--- src/rtl/masked_and_pkg.sv ---
// Shared definitions for the masked AND scheduler: LFSR feedback taps and FSM state encoding.
package masked_and_pkg;

  // Right-shift Galois form of x^32 + x^22 + x^2 + x + 1 (maximal length).
  localparam logic [31:0] LFSR_TAPS = 32'h8020_0003;

  typedef enum logic [0:0] {
    RUN    = 1'b0,
    RESEED = 1'b1
  } sched_state_e;

endpackage

--- src/rtl/masked_and_sched_if.sv ---
// Request/response bundle between share-domain clients and the masked AND scheduler.
interface masked_and_sched_if #(
  parameter int N_REQ = 4,
  parameter int WIDTH = 8
);
  localparam int ID_W = $clog2(N_REQ);

  logic [N_REQ-1:0]       i_req_valid;
  logic [N_REQ-1:0]       o_req_ready;
  logic [N_REQ*WIDTH-1:0] i_a0;
  logic [N_REQ*WIDTH-1:0] i_a1;
  logic [N_REQ*WIDTH-1:0] i_b0;
  logic [N_REQ*WIDTH-1:0] i_b1;
  logic                   o_rsp_valid;
  logic                   i_rsp_ready;
  logic [ID_W-1:0]        o_rsp_id;
  logic [WIDTH-1:0]       o_y0;
  logic [WIDTH-1:0]       o_y1;
  logic                   o_busy;

  modport master (
    output i_req_valid, i_a0, i_a1, i_b0, i_b1, i_rsp_ready,
    input  o_req_ready, o_rsp_valid, o_rsp_id, o_y0, o_y1, o_busy
  );

  modport slave (
    input  i_req_valid, i_a0, i_a1, i_b0, i_b1, i_rsp_ready,
    output o_req_ready, o_rsp_valid, o_rsp_id, o_y0, o_y1, o_busy
  );
endinterface

--- src/rtl/masked_and_pipe.sv ---
// Registered 2-share DOM AND stage (S2) with stall: holds its result while the consumer is not ready.
module masked_and_pipe #(
  parameter int WIDTH = 8,
  parameter int ID_W  = 2
) (
  input  logic             clk,
  input  logic             rst_n,
  input  logic             in_valid_i,
  input  logic [ID_W-1:0]  in_id_i,
  input  logic [WIDTH-1:0] a0_i,
  input  logic [WIDTH-1:0] a1_i,
  input  logic [WIDTH-1:0] b0_i,
  input  logic [WIDTH-1:0] b1_i,
  input  logic [WIDTH-1:0] r_i,
  output logic             in_ready_o,
  output logic             out_valid_o,
  input  logic             out_ready_i,
  output logic [ID_W-1:0]  out_id_o,
  output logic [WIDTH-1:0] y0_o,
  output logic [WIDTH-1:0] y1_o
);

  logic             valid_q, valid_d;
  logic [ID_W-1:0]  id_q, id_d;
  logic [WIDTH-1:0] y0_q, y0_d;
  logic [WIDTH-1:0] y1_q, y1_d;

  assign in_ready_o = !valid_q || out_ready_i;

  // NOTE: every variable gets its hold value first so no path leaves it unassigned (no latch).
  always_comb begin
    valid_d = valid_q;
    id_d    = id_q;
    y0_d    = y0_q;
    y1_d    = y1_q;
    if (in_ready_o) begin
      valid_d = in_valid_i;
      if (in_valid_i) begin
        // Each share only combines its own inner term with the fresh-masked cross term.
        id_d = in_id_i;
        y0_d = (a0_i & b0_i) ^ ((a0_i & b1_i) ^ r_i);
        y1_d = (a1_i & b1_i) ^ ((a1_i & b0_i) ^ r_i);
      end
    end
  end

  // NOTE: data registers are reset as well, so no share value survives a reset.
  always_ff @(posedge clk or negedge rst_n) begin
    if (!rst_n) begin
      valid_q <= 1'b0;
      id_q    <= '0;
      y0_q    <= '0;
      y1_q    <= '0;
    end else begin
      valid_q <= valid_d;
      id_q    <= id_d;
      y0_q    <= y0_d;
      y1_q    <= y1_d;
    end
  end

  assign out_valid_o = valid_q;
  assign out_id_o    = id_q;
  assign y0_o        = y0_q;
  assign y1_o        = y1_q;

endmodule

--- src/rtl/masked_and_sched.sv ---
// Round-robin scheduler feeding one masked AND pipe; owns the mask LFSR, S1 registers and RUN/RESEED FSM.
// Optional reseed port enabled by defining MASKED_AND_SCHED_RESEED_EN.
module masked_and_sched
  import masked_and_pkg::*;
#(
  parameter int                N_REQ  = 4,
  parameter int                WIDTH  = 8,
  parameter int                LFSR_W = 32,
  parameter logic [LFSR_W-1:0] SEED   = LFSR_W'(32'hACE1_2B5D)
) (
  input  logic              clk,
  input  logic              rst_n,
`ifdef MASKED_AND_SCHED_RESEED_EN
  input  logic              i_seed_valid,
  input  logic [LFSR_W-1:0] i_seed,
`endif
  masked_and_sched_if.slave bus
);

  localparam int                ID_W = $clog2(N_REQ);
  localparam logic [LFSR_W-1:0] TAPS = LFSR_W'(LFSR_TAPS);

  typedef struct packed {
    logic [ID_W-1:0]  id;
    logic [WIDTH-1:0] a0;
    logic [WIDTH-1:0] a1;
    logic [WIDTH-1:0] b0;
    logic [WIDTH-1:0] b1;
    logic [WIDTH-1:0] r;
  } op_t;

  sched_state_e      state_q, state_d;
  logic [ID_W-1:0]   ptr_q, ptr_d;
  logic [LFSR_W-1:0] lfsr_q, lfsr_d;
  logic              s1_v_q, s1_v_d;
  op_t               s1_q, s1_d;

  logic              s2_ready, seed_load, grant_en, found, accept;
  logic [ID_W-1:0]   gnt_idx;
  logic [ID_W:0]     cand_sum;
  logic [ID_W-1:0]   cand;

`ifdef MASKED_AND_SCHED_RESEED_EN
  assign seed_load = (state_q == RUN) && i_seed_valid;
`else
  assign seed_load = 1'b0;
`endif

  assign grant_en = (state_q == RUN) && !seed_load && (!s1_v_q || s2_ready);

  always_comb begin
    found    = 1'b0;
    gnt_idx  = '0;
    cand_sum = '0;
    cand     = '0;
    for (int i = 0; i < N_REQ; i++) begin
      cand_sum = {1'b0, ptr_q} + (ID_W+1)'(i);
      if (cand_sum >= (ID_W+1)'(N_REQ)) cand_sum = cand_sum - (ID_W+1)'(N_REQ);
      cand = cand_sum[ID_W-1:0];
      if (!found && bus.i_req_valid[cand]) begin
        found   = 1'b1;
        gnt_idx = cand;
      end
    end
  end

  assign accept          = grant_en && found;
  assign bus.o_req_ready = accept ? (N_REQ'(1) << gnt_idx) : '0;

  always_comb begin
    s1_d   = s1_q;
    s1_v_d = s1_v_q && !s2_ready;
    ptr_d  = ptr_q;
    lfsr_d = lfsr_q;
    if (accept) begin
      s1_v_d  = 1'b1;
      s1_d.id = gnt_idx;
      s1_d.r  = lfsr_q[WIDTH-1:0];
      // Only the granted requester's shares pass the mux into S1.
      for (int k = 0; k < N_REQ; k++) begin
        if (gnt_idx == ID_W'(k)) begin
          s1_d.a0 = bus.i_a0[k*WIDTH +: WIDTH];
          s1_d.a1 = bus.i_a1[k*WIDTH +: WIDTH];
          s1_d.b0 = bus.i_b0[k*WIDTH +: WIDTH];
          s1_d.b1 = bus.i_b1[k*WIDTH +: WIDTH];
        end
      end
      ptr_d  = (gnt_idx == ID_W'(N_REQ-1)) ? '0 : gnt_idx + 1'b1;
      lfsr_d = {1'b0, lfsr_q[LFSR_W-1:1]} ^ (lfsr_q[0] ? TAPS : '0);
    end
`ifdef MASKED_AND_SCHED_RESEED_EN
    if (seed_load) lfsr_d = (i_seed == '0) ? SEED : i_seed;
`endif
  end

  always_comb begin
    state_d = state_q;
    unique case (state_q)
      RUN:     if (seed_load) state_d = RESEED;
      RESEED:  state_d = RUN;
      default: state_d = RUN;
    endcase
  end

  // NOTE: state elements use non-blocking assignments so all flops update from pre-edge values.
  always_ff @(posedge clk or negedge rst_n) begin
    if (!rst_n) begin
      state_q <= RUN;
      ptr_q   <= '0;
      lfsr_q  <= SEED;
      s1_v_q  <= 1'b0;
      s1_q    <= '0;
    end else begin
      state_q <= state_d;
      ptr_q   <= ptr_d;
      lfsr_q  <= lfsr_d;
      s1_v_q  <= s1_v_d;
      s1_q    <= s1_d;
    end
  end

  masked_and_pipe #(
    .WIDTH (WIDTH),
    .ID_W  (ID_W)
  ) u_pipe (
    .clk         (clk),
    .rst_n       (rst_n),
    .in_valid_i  (s1_v_q),
    .in_id_i     (s1_q.id),
    .a0_i        (s1_q.a0),
    .a1_i        (s1_q.a1),
    .b0_i        (s1_q.b0),
    .b1_i        (s1_q.b1),
    .r_i         (s1_q.r),
    .in_ready_o  (s2_ready),
    .out_valid_o (bus.o_rsp_valid),
    .out_ready_i (bus.i_rsp_ready),
    .out_id_o    (bus.o_rsp_id),
    .y0_o        (bus.o_y0),
    .y1_o        (bus.o_y1)
  );

  assign bus.o_busy = s1_v_q || bus.o_rsp_valid || (state_q != RUN);

endmodule
--- src/flat_wrapper.sv ---
// flat-port wrapper written by rule: the top's interface ports become plain ports
module masked_and_sched_flat import masked_and_pkg::*;
#(
  parameter int                N_REQ  = 4,
  parameter int                WIDTH  = 8,
  parameter int                LFSR_W = 32,
  parameter logic [LFSR_W-1:0] SEED   = LFSR_W'(32'hACE1_2B5D)
)
  (clk, rst_n, bus_i_req_valid, bus_i_a0, bus_i_a1, bus_i_b0, bus_i_b1, bus_i_rsp_ready, bus_o_req_ready, bus_o_rsp_valid, bus_o_rsp_id, bus_o_y0, bus_o_y1, bus_o_busy);
  masked_and_sched_if #(.N_REQ(N_REQ), .WIDTH(WIDTH)) bus_i ();
  input  logic clk;
  input  logic rst_n;
  input wire logic [$bits(bus_i.i_req_valid)-1:0] bus_i_req_valid;
  input wire logic [$bits(bus_i.i_a0)-1:0] bus_i_a0;
  input wire logic [$bits(bus_i.i_a1)-1:0] bus_i_a1;
  input wire logic [$bits(bus_i.i_b0)-1:0] bus_i_b0;
  input wire logic [$bits(bus_i.i_b1)-1:0] bus_i_b1;
  input wire logic [$bits(bus_i.i_rsp_ready)-1:0] bus_i_rsp_ready;
  output wire logic [$bits(bus_i.o_req_ready)-1:0] bus_o_req_ready;
  output wire logic [$bits(bus_i.o_rsp_valid)-1:0] bus_o_rsp_valid;
  output wire logic [$bits(bus_i.o_rsp_id)-1:0] bus_o_rsp_id;
  output wire logic [$bits(bus_i.o_y0)-1:0] bus_o_y0;
  output wire logic [$bits(bus_i.o_y1)-1:0] bus_o_y1;
  output wire logic [$bits(bus_i.o_busy)-1:0] bus_o_busy;
  assign bus_i.i_req_valid = bus_i_req_valid;
  assign bus_i.i_a0 = bus_i_a0;
  assign bus_i.i_a1 = bus_i_a1;
  assign bus_i.i_b0 = bus_i_b0;
  assign bus_i.i_b1 = bus_i_b1;
  assign bus_i.i_rsp_ready = bus_i_rsp_ready;
  assign bus_o_req_ready = bus_i.o_req_ready;
  assign bus_o_rsp_valid = bus_i.o_rsp_valid;
  assign bus_o_rsp_id = bus_i.o_rsp_id;
  assign bus_o_y0 = bus_i.o_y0;
  assign bus_o_y1 = bus_i.o_y1;
  assign bus_o_busy = bus_i.o_busy;
  masked_and_sched #(.N_REQ(N_REQ), .WIDTH(WIDTH), .LFSR_W(LFSR_W), .SEED(SEED)) u_core (.clk(clk), .rst_n(rst_n), .bus(bus_i));
endmodule
--- config.mk ---
export PLATFORM = sky130hd
export DESIGN_NAME = masked_and_sched_flat
export DESIGN_NICKNAME = d
export VERILOG_FILES = /design/src/rtl/masked_and_pkg.sv /design/src/rtl/masked_and_sched_if.sv /design/src/rtl/masked_and_pipe.sv /design/src/rtl/masked_and_sched.sv /design/src/flat_wrapper.sv
export SDC_FILE = /design/constraint.sdc
export NUM_CORES = 1
export LEC_CHECK = 0
export CAP_MARGIN = 20
export CORE_MARGIN = 2
export CORE_UTILIZATION = 40
export DETAILED_ROUTE_END_ITERATION = 6
export PLACE_DENSITY = 0.7
export SYNTH_ARGS = -nofsm -noshare
export SYNTH_HDL_FRONTEND = slang
export SYNTH_SLANG_ARGS = --single-unit
--- constraint.sdc ---
create_clock -name clk -period 3 [get_ports clk]
set_clock_uncertainty 0.05 [all_clocks]
set_input_delay 0.45 -clock clk [delete_from_list [all_inputs] [get_ports clk]]
set_output_delay 0.45 -clock clk [all_outputs]
set_load 0.005 [all_outputs]
Yosys cells after proc, flatten, opt, wreduce, memory -nomap -nowiden
Cells that the tools add are included.
{ "totals": {"ff_bits": 96, "out_inout_bits": 24, "ram_bits": 0, "word_cells": 88, "latchBits": 0, "rom_bits": 0, "memories": 0, "input_bits": 135} }
{ "classes": {"shift": 1, "n_bitwise": 9, "mul": 0, "order_cmp": 8, "n_mux": 28, "n_div": 0, "n_reduce_logical": 18, "add_sub_neg": 8, "eq_ne": 3} }
{ "ops": {"columns": ["cell", "n"], "rows": [
  ["32-bit 2-to-1 mux", 5],
  ["8-bit AND", 4],
  ["31-bit by 32-bit XOR with 32-bit output", 1],
  ["8-bit XOR", 4],
  ["2-bit 2-to-1 mux", 9],
  ["2-bit by 3-bit less-than comparator with 1-bit output (second input constant)", 4],
  ["3-bit >= comparator (second input constant)", 3],
  ["1-bit 2-to-1 mux", 9],
  ["1-bit binary-select mux with 2-bit select", 4],
  ["2-bit by 1-bit subtractor with 2-bit output (second input constant)", 4],
  ["2-bit by 2-bit adder with 3-bit output (second input constant)", 2],
  ["1-bit logical NOT", 6],
  ["1-bit logical AND", 5],
  ["2-bit equality test (second input constant)", 2],
  ["4-bit 2-to-1 mux", 1],
  ["2-bit AND reduction", 2],
  ["4-bit nonzero test", 1],
  ["1-bit by 2-bit << shifter with 4-bit output (first input constant)", 1],
  ["2-bit by 1-bit adder with 3-bit output (second input constant)", 1],
  ["2-bit by 3-bit >= comparator with 1-bit output (second input constant)", 1],
  ["1-bit logical OR", 3],
  ["2-bit by 1-bit adder with 2-bit output (second input constant)", 1],
  ["2-bit by 1-bit equality test with 1-bit output (second input constant)", 1],
  ["2-bit logical NOT", 1]
]} }

Depth between registers and ports, before layout
{ "depth": {"ltp_word": 19, "ltp_mapped": 9, "depth_no_buf": 7} }

Cells and area by module
A second synthesis with hierarchy kept.
{ "unflattened": {"hier_cells": 502, "area_unflattened_um2": 5043.6} }
{ "by_module_without_submodules": {"columns": ["module", "n_inst", "seq_area_each_um2", "area_each_um2", "cells_each"], "rows": [
  ["masked_and_sched", 1, 1923.1, 3971.3, 384],
  ["masked_and_pipe", 1, 475.5, 1072.3, 118]
]} }

Worst setup path after synthesis
Ideal clock, no wire load.
{ "synth_path": {"path_kind": "input port to output port", "startpoint": "input bus_i_req_valid[1]", "endpoint": "output bus_o_req_ready[3]", "t_required_ns": 2.500, "stages": 7, "setup_slack_ns": 0.657, "arrival_time_ns": 1.843, "n_path_buf": 2, "cell_sequence": "and3b_1 > a31oi_1 > and3_1 > ha_1 > clkbuf_1 > clkbuf_1 > and3_1"} }
{ "synth_via": {"elab_chain_cells": 14, "elab_cells_between_ends": 25, "classes_between": "shift (1); mux (17); reduce/logical (7)"} }
{ "synth_lines": {"columns": ["item", "line_no", "text"], "rows": [
  ["from (decl)", "flat_wrapper.sv:13", "input wire logic [$bits(bus_i.i_req_valid)-1:0] bus_i_req_valid;"],
  ["1-bit binary-select mux with 2-bit select", "masked_and_sched.sv:60", "if (!found && bus.i_req_valid[cand]) begin"],
  ["1-bit 2-to-1 mux (implied by the code)", "masked_and_sched.sv:60", null],
  ["1-bit 2-to-1 mux", "masked_and_sched.sv:60", null],
  ["1-bit logical NOT", "masked_and_sched.sv:60", null],
  ["1-bit logical AND", "masked_and_sched.sv:60", null],
  ["1-bit 2-to-1 mux", "masked_and_sched.sv:60", null],
  ["1-bit logical NOT", "masked_and_sched.sv:60", null],
  ["1-bit logical AND", "masked_and_sched.sv:60", null],
  ["1-bit 2-to-1 mux", "masked_and_sched.sv:60", null],
  ["1-bit logical NOT", "masked_and_sched.sv:60", null],
  ["1-bit logical AND", "masked_and_sched.sv:60", null],
  ["2-bit 2-to-1 mux (*)", "masked_and_sched.sv:60", null],
  ["named net u_core.gnt_idx[1]", "masked_and_sched.sv:39", "logic [ID_W-1:0] gnt_idx;"],
  ["1-bit by 2-bit << shifter with 4-bit output (*)", "masked_and_sched.sv:68", "assign bus.o_req_ready = accept ? (N_REQ'(1) << gnt_idx) : '0;"],
  ["4-bit 2-to-1 mux (*)", "masked_and_sched.sv:68", null],
  ["to (decl)", "flat_wrapper.sv:19", "output wire logic [$bits(bus_i.o_req_ready)-1:0] bus_o_req_ready;"]
]} }
Mark *: on every way through the listed nets, which the timed path passes. The rest lies on a longest branch. The select of a mux whose other input is x is not followed.

Worst setup path after layout
{ "layout_path": {"startpoint": "input bus_i_req_valid[2]", "endpoint": "output bus_o_req_ready[1]"} }
Same word-level chain as after synthesis.

==> run summary <==
The count of boundary I/O pins came out at 159. The cell area after technology mapping is 5080 um2. The clock drives 95 sinks. dfrtp_1 takes more of the synthesized area than any other cell.

The remaining routing DRC violations is 6. The number of antenna diodes is 0. Multiplexer cells account for 24.2% of the synthesized area.

The largest driver fanout on the critical path is 3. The kind of cell with the highest combined delay along the critical path is buffers and inverters. The depth of the critical timing path with buffers and inverters included came out at 7. The share of the Yosys chip area taken by registers is 47.2%.

The clock slew at the register clock pins of the worst setup and hold paths is 60 ps. Entering global routing, the biggest net connects 49 pins. The number of different library cells in the post-synthesis netlist is 38. The type of element launching the critical path is a primary input. In the synthesized netlist, the number of instances is 420. The post-route fraction of the period consumed by the critical path is 96.6%. The initial core utilization came out at 40.6%. The total global routing overflow is 0. The number of antenna violations at the first check in global routing is 0.

The layout cell share with drive strength beyond 1 is 25.2%. The final number of max-transition violations came to 0. In the post-route analysis, the smallest setup slack over all paths is 102 ps. The wire length on met3 came out at 914 um. Wire segments on met2 add up to 6620 um in the final route. The worst register-to-register path begins at u_core.ptr_q[1]. The completed layout was analyzed and its total power is 0.00650 W. The checks that failed: DRC.

After Yosys synthesis, XOR and XNOR cells account for 1.90% of the synthesized area. Data arrives at the worst endpoint at 2400 ps. The post-synthesis simple-gate area fraction came out at 6.43%. In this run, synthesis produced a sequential element count of 95. The flow ran to the end, but the final reports show violations. The worst-case reg-to-reg path depth came out at 10. The clock root buffer master is clkbuf_16. In the final timing run, aggregate negative setup slack is 0 ps. The cell type of the slowest stage on the worst timing path is clkdlybuf4s50_1. The number of standard cells in the final layout excluding fillers came out at 772.

The minimum period implied by the final worst setup slack came out at 2900 ps. The total placed cells including tap cells is 755. The number of nets with antenna violations after detailed routing is 0.

Once detailed placement completed, the half-perimeter wirelength came to 9910 um. The die covers 13600 um2. Static timing analysis puts the maximum clock frequency at 0.345 GHz.

The die is 117 um wide. Tracing the worst setup path back leads to its startpoint at bus_i_req_valid[2]. Wires add up to 13200 um. The count of endpoints failing setup in the final report came out at 0. Setup repair after global routing left no endpoint under its margin. The smallest hold slack came out at 91.0 ps. Of the post-synthesis cell area, the dominant cell type holds 38.4%. The synthesized area per cell is 12.1 um2. The most used cell along the critical path is clkdlybuf4s50_1. The wire length the detailed router placed on met1 is 5390 um.

The power density over cell area came out at 881 nW/um2. Counting every net in the synthesized netlist gives 559. The detailed router finished its first iteration with 333 violations. The average vias per placed instance is 5.37. The relative area change from synthesis to final layout is 45.2%. The post-placement setup slack is -321 ps. The number of vias in the routed layout is 4143.

The wire length of the first global-routing pass came out at 21200 um. Input and output buffers added on the ports amount to 158. The floorplan row count is 41. From bottom edge to top edge, the die measures 117 um.

The worst-case headroom to the max-slew limit is 58.0%. The peak supply drop is 333 uV. By area, the combinational part of the netlist is dominated by multiplexers. The number of hold-slack violations in the final timing report is 0. The buffering stage count on the worst path with inverters included came out at 3.

Ranked by total cell area, the synthesized netlist is headed by dfrtp_1 (38%), mux2_4 (10%), dfstp_2 (8.8%). The critical path is of the primary input to primary output type. STA puts the critical path data required time at 2500 ps. The total of warnings raised by yosys came out at 0.

The fraction of synthesis flops using an asynchronous set or reset pin is 100%. The worst hold path belongs to the class primary input to async pin. The filler cells instantiated in the layout total 1058.

The worst-skew pair later-pin latency is 330 ps. The area used by sequential logic in the layout came out at 2400 um2. The floorplan step defined a core boundary enclosing 12500 um2. The max capacitance violation total is 0.

Summing the areas of all compound-gate instances in the mapped netlist gives 13.5% of the synthesized area. The multi-input gate area in the final layout came out at 2430 um2. At the pin with the least slew margin, the transition time is 630 ps.

The worst setup path is captured at a primary output. No sink is reached through more buffers than the 2 on the longest clock path. Post-CTS timing repair inserted 0 buffers for setup. The routability congestion estimate is 0.830. The number of global-route vias before repair came to 4322. In this run the top signal layer used is met4. The most common cell in the synthesized netlist is dfrtp_1. For this run, the leading register cell type out of synthesis is dfrtp_1. The global-route usage over all layers came out at 20.0%. By count the netlist is led by dfrtp_1 (78), mux2_4 (35), mux2_2 (34), inv_1 (33), mux2i_1 (32).

The H-tree generated during clock tree synthesis spans 3 levels. The synthesized design contains 0 enable-type register cells. Walking the worst path, the cells encountered are clkdlybuf4s50_1, buf_4, nand3b_1, and3_2, ha_2, and3_1, clkdlybuf4s50_1. The final net count is 734.

For this run, the slowest stage of the critical path takes 540 ps. The synthesized netlist devotes 0.985% of its cell area to adder and majority cells. In this run, CTS created clock tree buffers numbering 9. TritonCTS built the clock tree. The total leakage power is 3.12 nW. The detailed-router iteration count before antenna repair came out at 7. The routed wire length per instance is 17.1 um.
## timing repair
| item | in CTS | in global routing |
|---|---|---|
| hold endpoints to repair | 0 | 0 |
| gates resized for setup | 6 | 5 |
| pin swaps | 1 | 0 |
| setup endpoints to repair | 3 | 4 |
| hold buffers | 0 | 0 |
## placed cells by master (no fill, tap or decap), types with 9 or more instances in the layout
cell type | Yosys | final
dfrtp_1 | 78 | 78
mux2i_1 | 32 | 32
xnor2_1 | 11 | 11
or3_1 | 16 | 16
inv_1 | 33 | 33
mux2_2 | 34 | 34
clkbuf_16 | 0 | 9
dfstp_2 | 17 | 17
buf_4 | 0 | 30
clkdlybuf4s50_1 | 0 | 155
a21oi_1 | 22 | 22
mux2_4 | 35 | 35
a222oi_1 | 31 | 31
a31oi_1 | 17 | 16
o21ai_0 | 20 | 19
## per-layer routing
| metal | vias up | global-route usage [%] |
|---|---|---|
| li1 | 1915 | - |
| met1 | 2036 | 25.7 |
| met2 | 171 | 33.8 |
| met3 | 21 | 3.68 |
| met4 | 0 | 7.29 |
| met5 | - | 0 |
## report_power, final
| part | total, W | internal, W | switching [W] |
|---|---|---|---|
| Sequential | 0.00243 | 0.00200 | 0.000425 |
| Clock | 0.00114 | 0.000669 | 0.000469 |
| Combinational | 0.00294 | 0.00170 | 0.00124 |
| Total | 0.00650 | 0.00437 | 0.00213 |
## path summary, 6_finish.rpt
check | slack [ps] | endpoint
hold reg to reg | 450 | u_core.lfsr_q[29]
max in group asynchronous | 2080 | u_core.lfsr_q[6]
hold / removal | 90 | u_core.lfsr_q[25]
setup reg to reg | 230 | u_core.s1_q[24]
setup / recovery | 100 | bus_o_req_ready[1]
min in group clk | 450 | u_core.lfsr_q[29]
## kinds of logic (layout without fill, tap and decap cells)
group / Yosys count / after routing
muxes: 101 / 101
AOI/OAI and AO/OA: 97 / 97
DFF: 95 / 95
buffers and inverters: 62 / 242
and+or+nand+nor: 50 / 50
xor gates and xnor gates: 11 / 11
adders and majority gates: 4 / 4
## stage by stage
stage	util, %	cell area (um2)
2_1_floorplan	-	5080
3_5_place_dp	56.1	7030
4_1_cts	58.7	7350
3_3_place_gp	56.0	7010
5_1_grt	58.9	7380
6_report	58.9	7380
## worst reg2reg max path: cells and delay by family, from the launching register on
family	cells	cell delay, ps
multiplexers	2	460
buffers and inverters	3	480
AND/OR/NAND/NOR	2	360
adder cells (fa/ha/maj)	1	250
flip-flops	1	410
AO/OA/AOI/OAI	2	610
## sequential cells by signal, summed over array words and instances (netlist names)
name and count:
u_core.lfsr_q 31, u_core.ptr_q 2, u_core.s1_q 42, u_core.s1_v_q 1, u_core.u_pipe.out_id_o 2, u_core.u_pipe.out_valid_o 1, u_core.u_pipe.y0_o 8, u_core.u_pipe.y1_o 8
## layout make-up
cell class                 instances  share of cell area (%)
tap                              172                    2.92
clock inverter                     5                   0.763
inverter                          33                    1.68
clock buffer                      11                    3.29
timing repair buffer             193                    25.9
sequential                        95                    32.5
multi-input combinational        263                    33.0
(Power assumes the default switching activity.)
==> RTL edit (same flow settings) <==
`LFSR_W` is set to 32 in 2 places; all go to 48.
--- a/src/rtl/masked_and_sched.sv
+++ b/src/rtl/masked_and_sched.sv
@@ -5,7 +5,7 @@
 #(
   parameter int                N_REQ  = 4,
   parameter int                WIDTH  = 8,
-  parameter int                LFSR_W = 32,
+  parameter int                LFSR_W = 48,
   parameter logic [LFSR_W-1:0] SEED   = LFSR_W'(32'hACE1_2B5D)
 ) (
   input  logic              clk,
--- a/src/flat_wrapper.sv
+++ b/src/flat_wrapper.sv
@@ -3,7 +3,7 @@
 #(
   parameter int                N_REQ  = 4,
   parameter int                WIDTH  = 8,
-  parameter int                LFSR_W = 32,
+  parameter int                LFSR_W = 48,
   parameter logic [LFSR_W-1:0] SEED   = LFSR_W'(32'hACE1_2B5D)
 )
   (clk, rst_n, bus_i_req_valid, bus_i_a0, bus_i_a1, bus_i_b0, bus_i_b1, bus_i_rsp_ready, bus_o_req_ready, bus_o_rsp_valid, bus_o_rsp_id, bus_o_y0, bus_o_y1, bus_o_busy);
Formal check against the unedited RTL: no difference found for any inputs over 4 cycles, from zero or initial values and one cycle with rst_n low; that may be too few to reach the edited logic, so the function may still have changed.
==> RTL edit against the original RTL <==
- the flow still finishes with violations (design-rule violations)
- power shrank 0.67%
- final area shrank 1.4%
- area after synthesis shrank 0.79%
- sequential cell count is the same
- wire length about the same
- count of clock-buffer cells in the layout fell by 1
- worst setup slack worse by 0.017 ns
- global-route usage decreased by 0.17 points
- largest power group unchanged
==> RTL edit: results (changes against the original RTL) <==
| Metric | Value |
|---|---|
| Run status | `complete, but fails checks` |
| Violated checks | `design-rule violations` |
| Sequential-to-total area share from yosys stat | `0.476 (+0.00375)` |
| # clk buffers | `10 (-1)` |
| Met3 Use GR | `0.0270 (-0.00986)` |
| Portion of netlist area occupied by mux cells | `0.235 (-0.00726)` |
| Post-placement worst setup slack | `-0.337 ns (-0.0165 ns)` |
| Share of cell area taken by multi-input logic gates | `0.326 (-0.00412)` |
| Largest net degree at the start of global routing | `61 (+24%)` |
| Synth Area in XOR/XNOR | `0.0191 (+0.000151)` |
| Power consumed by combinational cells | `2.88 mW (-2%)` |
| Commonest cells post-synth | `dfrtp_1 (78), mux2_2 (42), inv_1 (34)` |
| Worst-case vdd ir drop | `0.445 mV (+34%)` |
| Final net count | `728 (-0.82%)` |
| Area used by sequential logic in the layout | `2400 um2 (+0.10%)` |
| Warnings, synthesis | `0 (unchanged)` |
| Share of final-layout standard cells stronger than drive strength 1 | `0.236 (-0.0156)` |
| Sum of net half-perimeters after detailed placement | `9.74 mm (-1.7%)` |
| Placed Cells | `747 (-1.1%)` |
| Routed vias | `4013 (-3.1%)` |
| Adder-cell share of the synthesized area | `0.00993 (+0.0000783)` |
| Cells taking the most area after synthesis | `dfrtp_1 (39%), mux2_2 (9.4%), dfstp_2 (8.9%)` |
| Total routing usage reported by global routing | `0.198 (-0.00175)` |
| Final weighted congestion in routability-driven placement | `0.823 (-0.86%)` |
| Largest fanout of any net on the critical path | `5 (+2)` |
| M1 WL | `5.63 mm (+4.3%)` |
| Routed len/inst | `17.3 um (+0.88%)` |
| Residual DRC count | `8 (+2)` |
| Total die area | `13500 um2 (-0.76%)` |
| Static leakage | `3.05 nW (-2.2%)` |
| Internal Dissipation | `4.31 mW (-1.4%)` |
| Total length of routed met3 wires | `534 um (-42%)` |
| Synthesis-to-finish area growth | `44.3%` |
| Vias in the first global route | `4167 (-3.6%)` |
| Count of fill cells added during filler insertion | `1066 (+0.76%)` |
| Number of unique standard cell types used by synthesis | `44 (+16%)` |
| Clock Network Area Fraction | `0.0416 (+0.00109)` |
| Instance area after placement | `6920 um2 (-1.6%)` |
| Met2 global-route usage | `0.352 (+0.0132)` |
| Worst path max stage delay | `0.52 ns (-0.02 ns)` |
| Number of inverters outside the clock class in the layout | `34 (+3.0%)` |
| First-iteration detailed-routing DRC count | `301 (-9.6%)` |
| Syn avg cell area | `12.0 um2 (-0.79%)` |
RTL edit: timing repair:
| item | CTS | global route |
|---|---|---|
| resized for setup | 10 | 3 |
| buffers inserted | 2 | 0 |
| gates cloned | 0 | 0 |
| endpoints found under the setup margin | 10 | 2 |
RTL edit: path summary, 6_finish.rpt:
path | start | to | slack [ns] | cells past startpoint
worst max-delay path | u_core.ptr_q[1] | bus_o_req_ready[1] | 0.09 | 6
worst min-delay path | rst_n | u_core.lfsr_q[18] | 0.02 | 1
worst max register to register | u_core.ptr_q[1] | u_core.s1_q[32] | 0.26 | 9
worst min register to register | u_core.lfsr_q[25] | u_core.lfsr_q[24] | 0.45 | 1
max in group asynchronous | rst_n | u_core.lfsr_q[8] | 2.16 | 2
min in group clk | u_core.lfsr_q[25] | u_core.lfsr_q[24] | 0.45 | 1
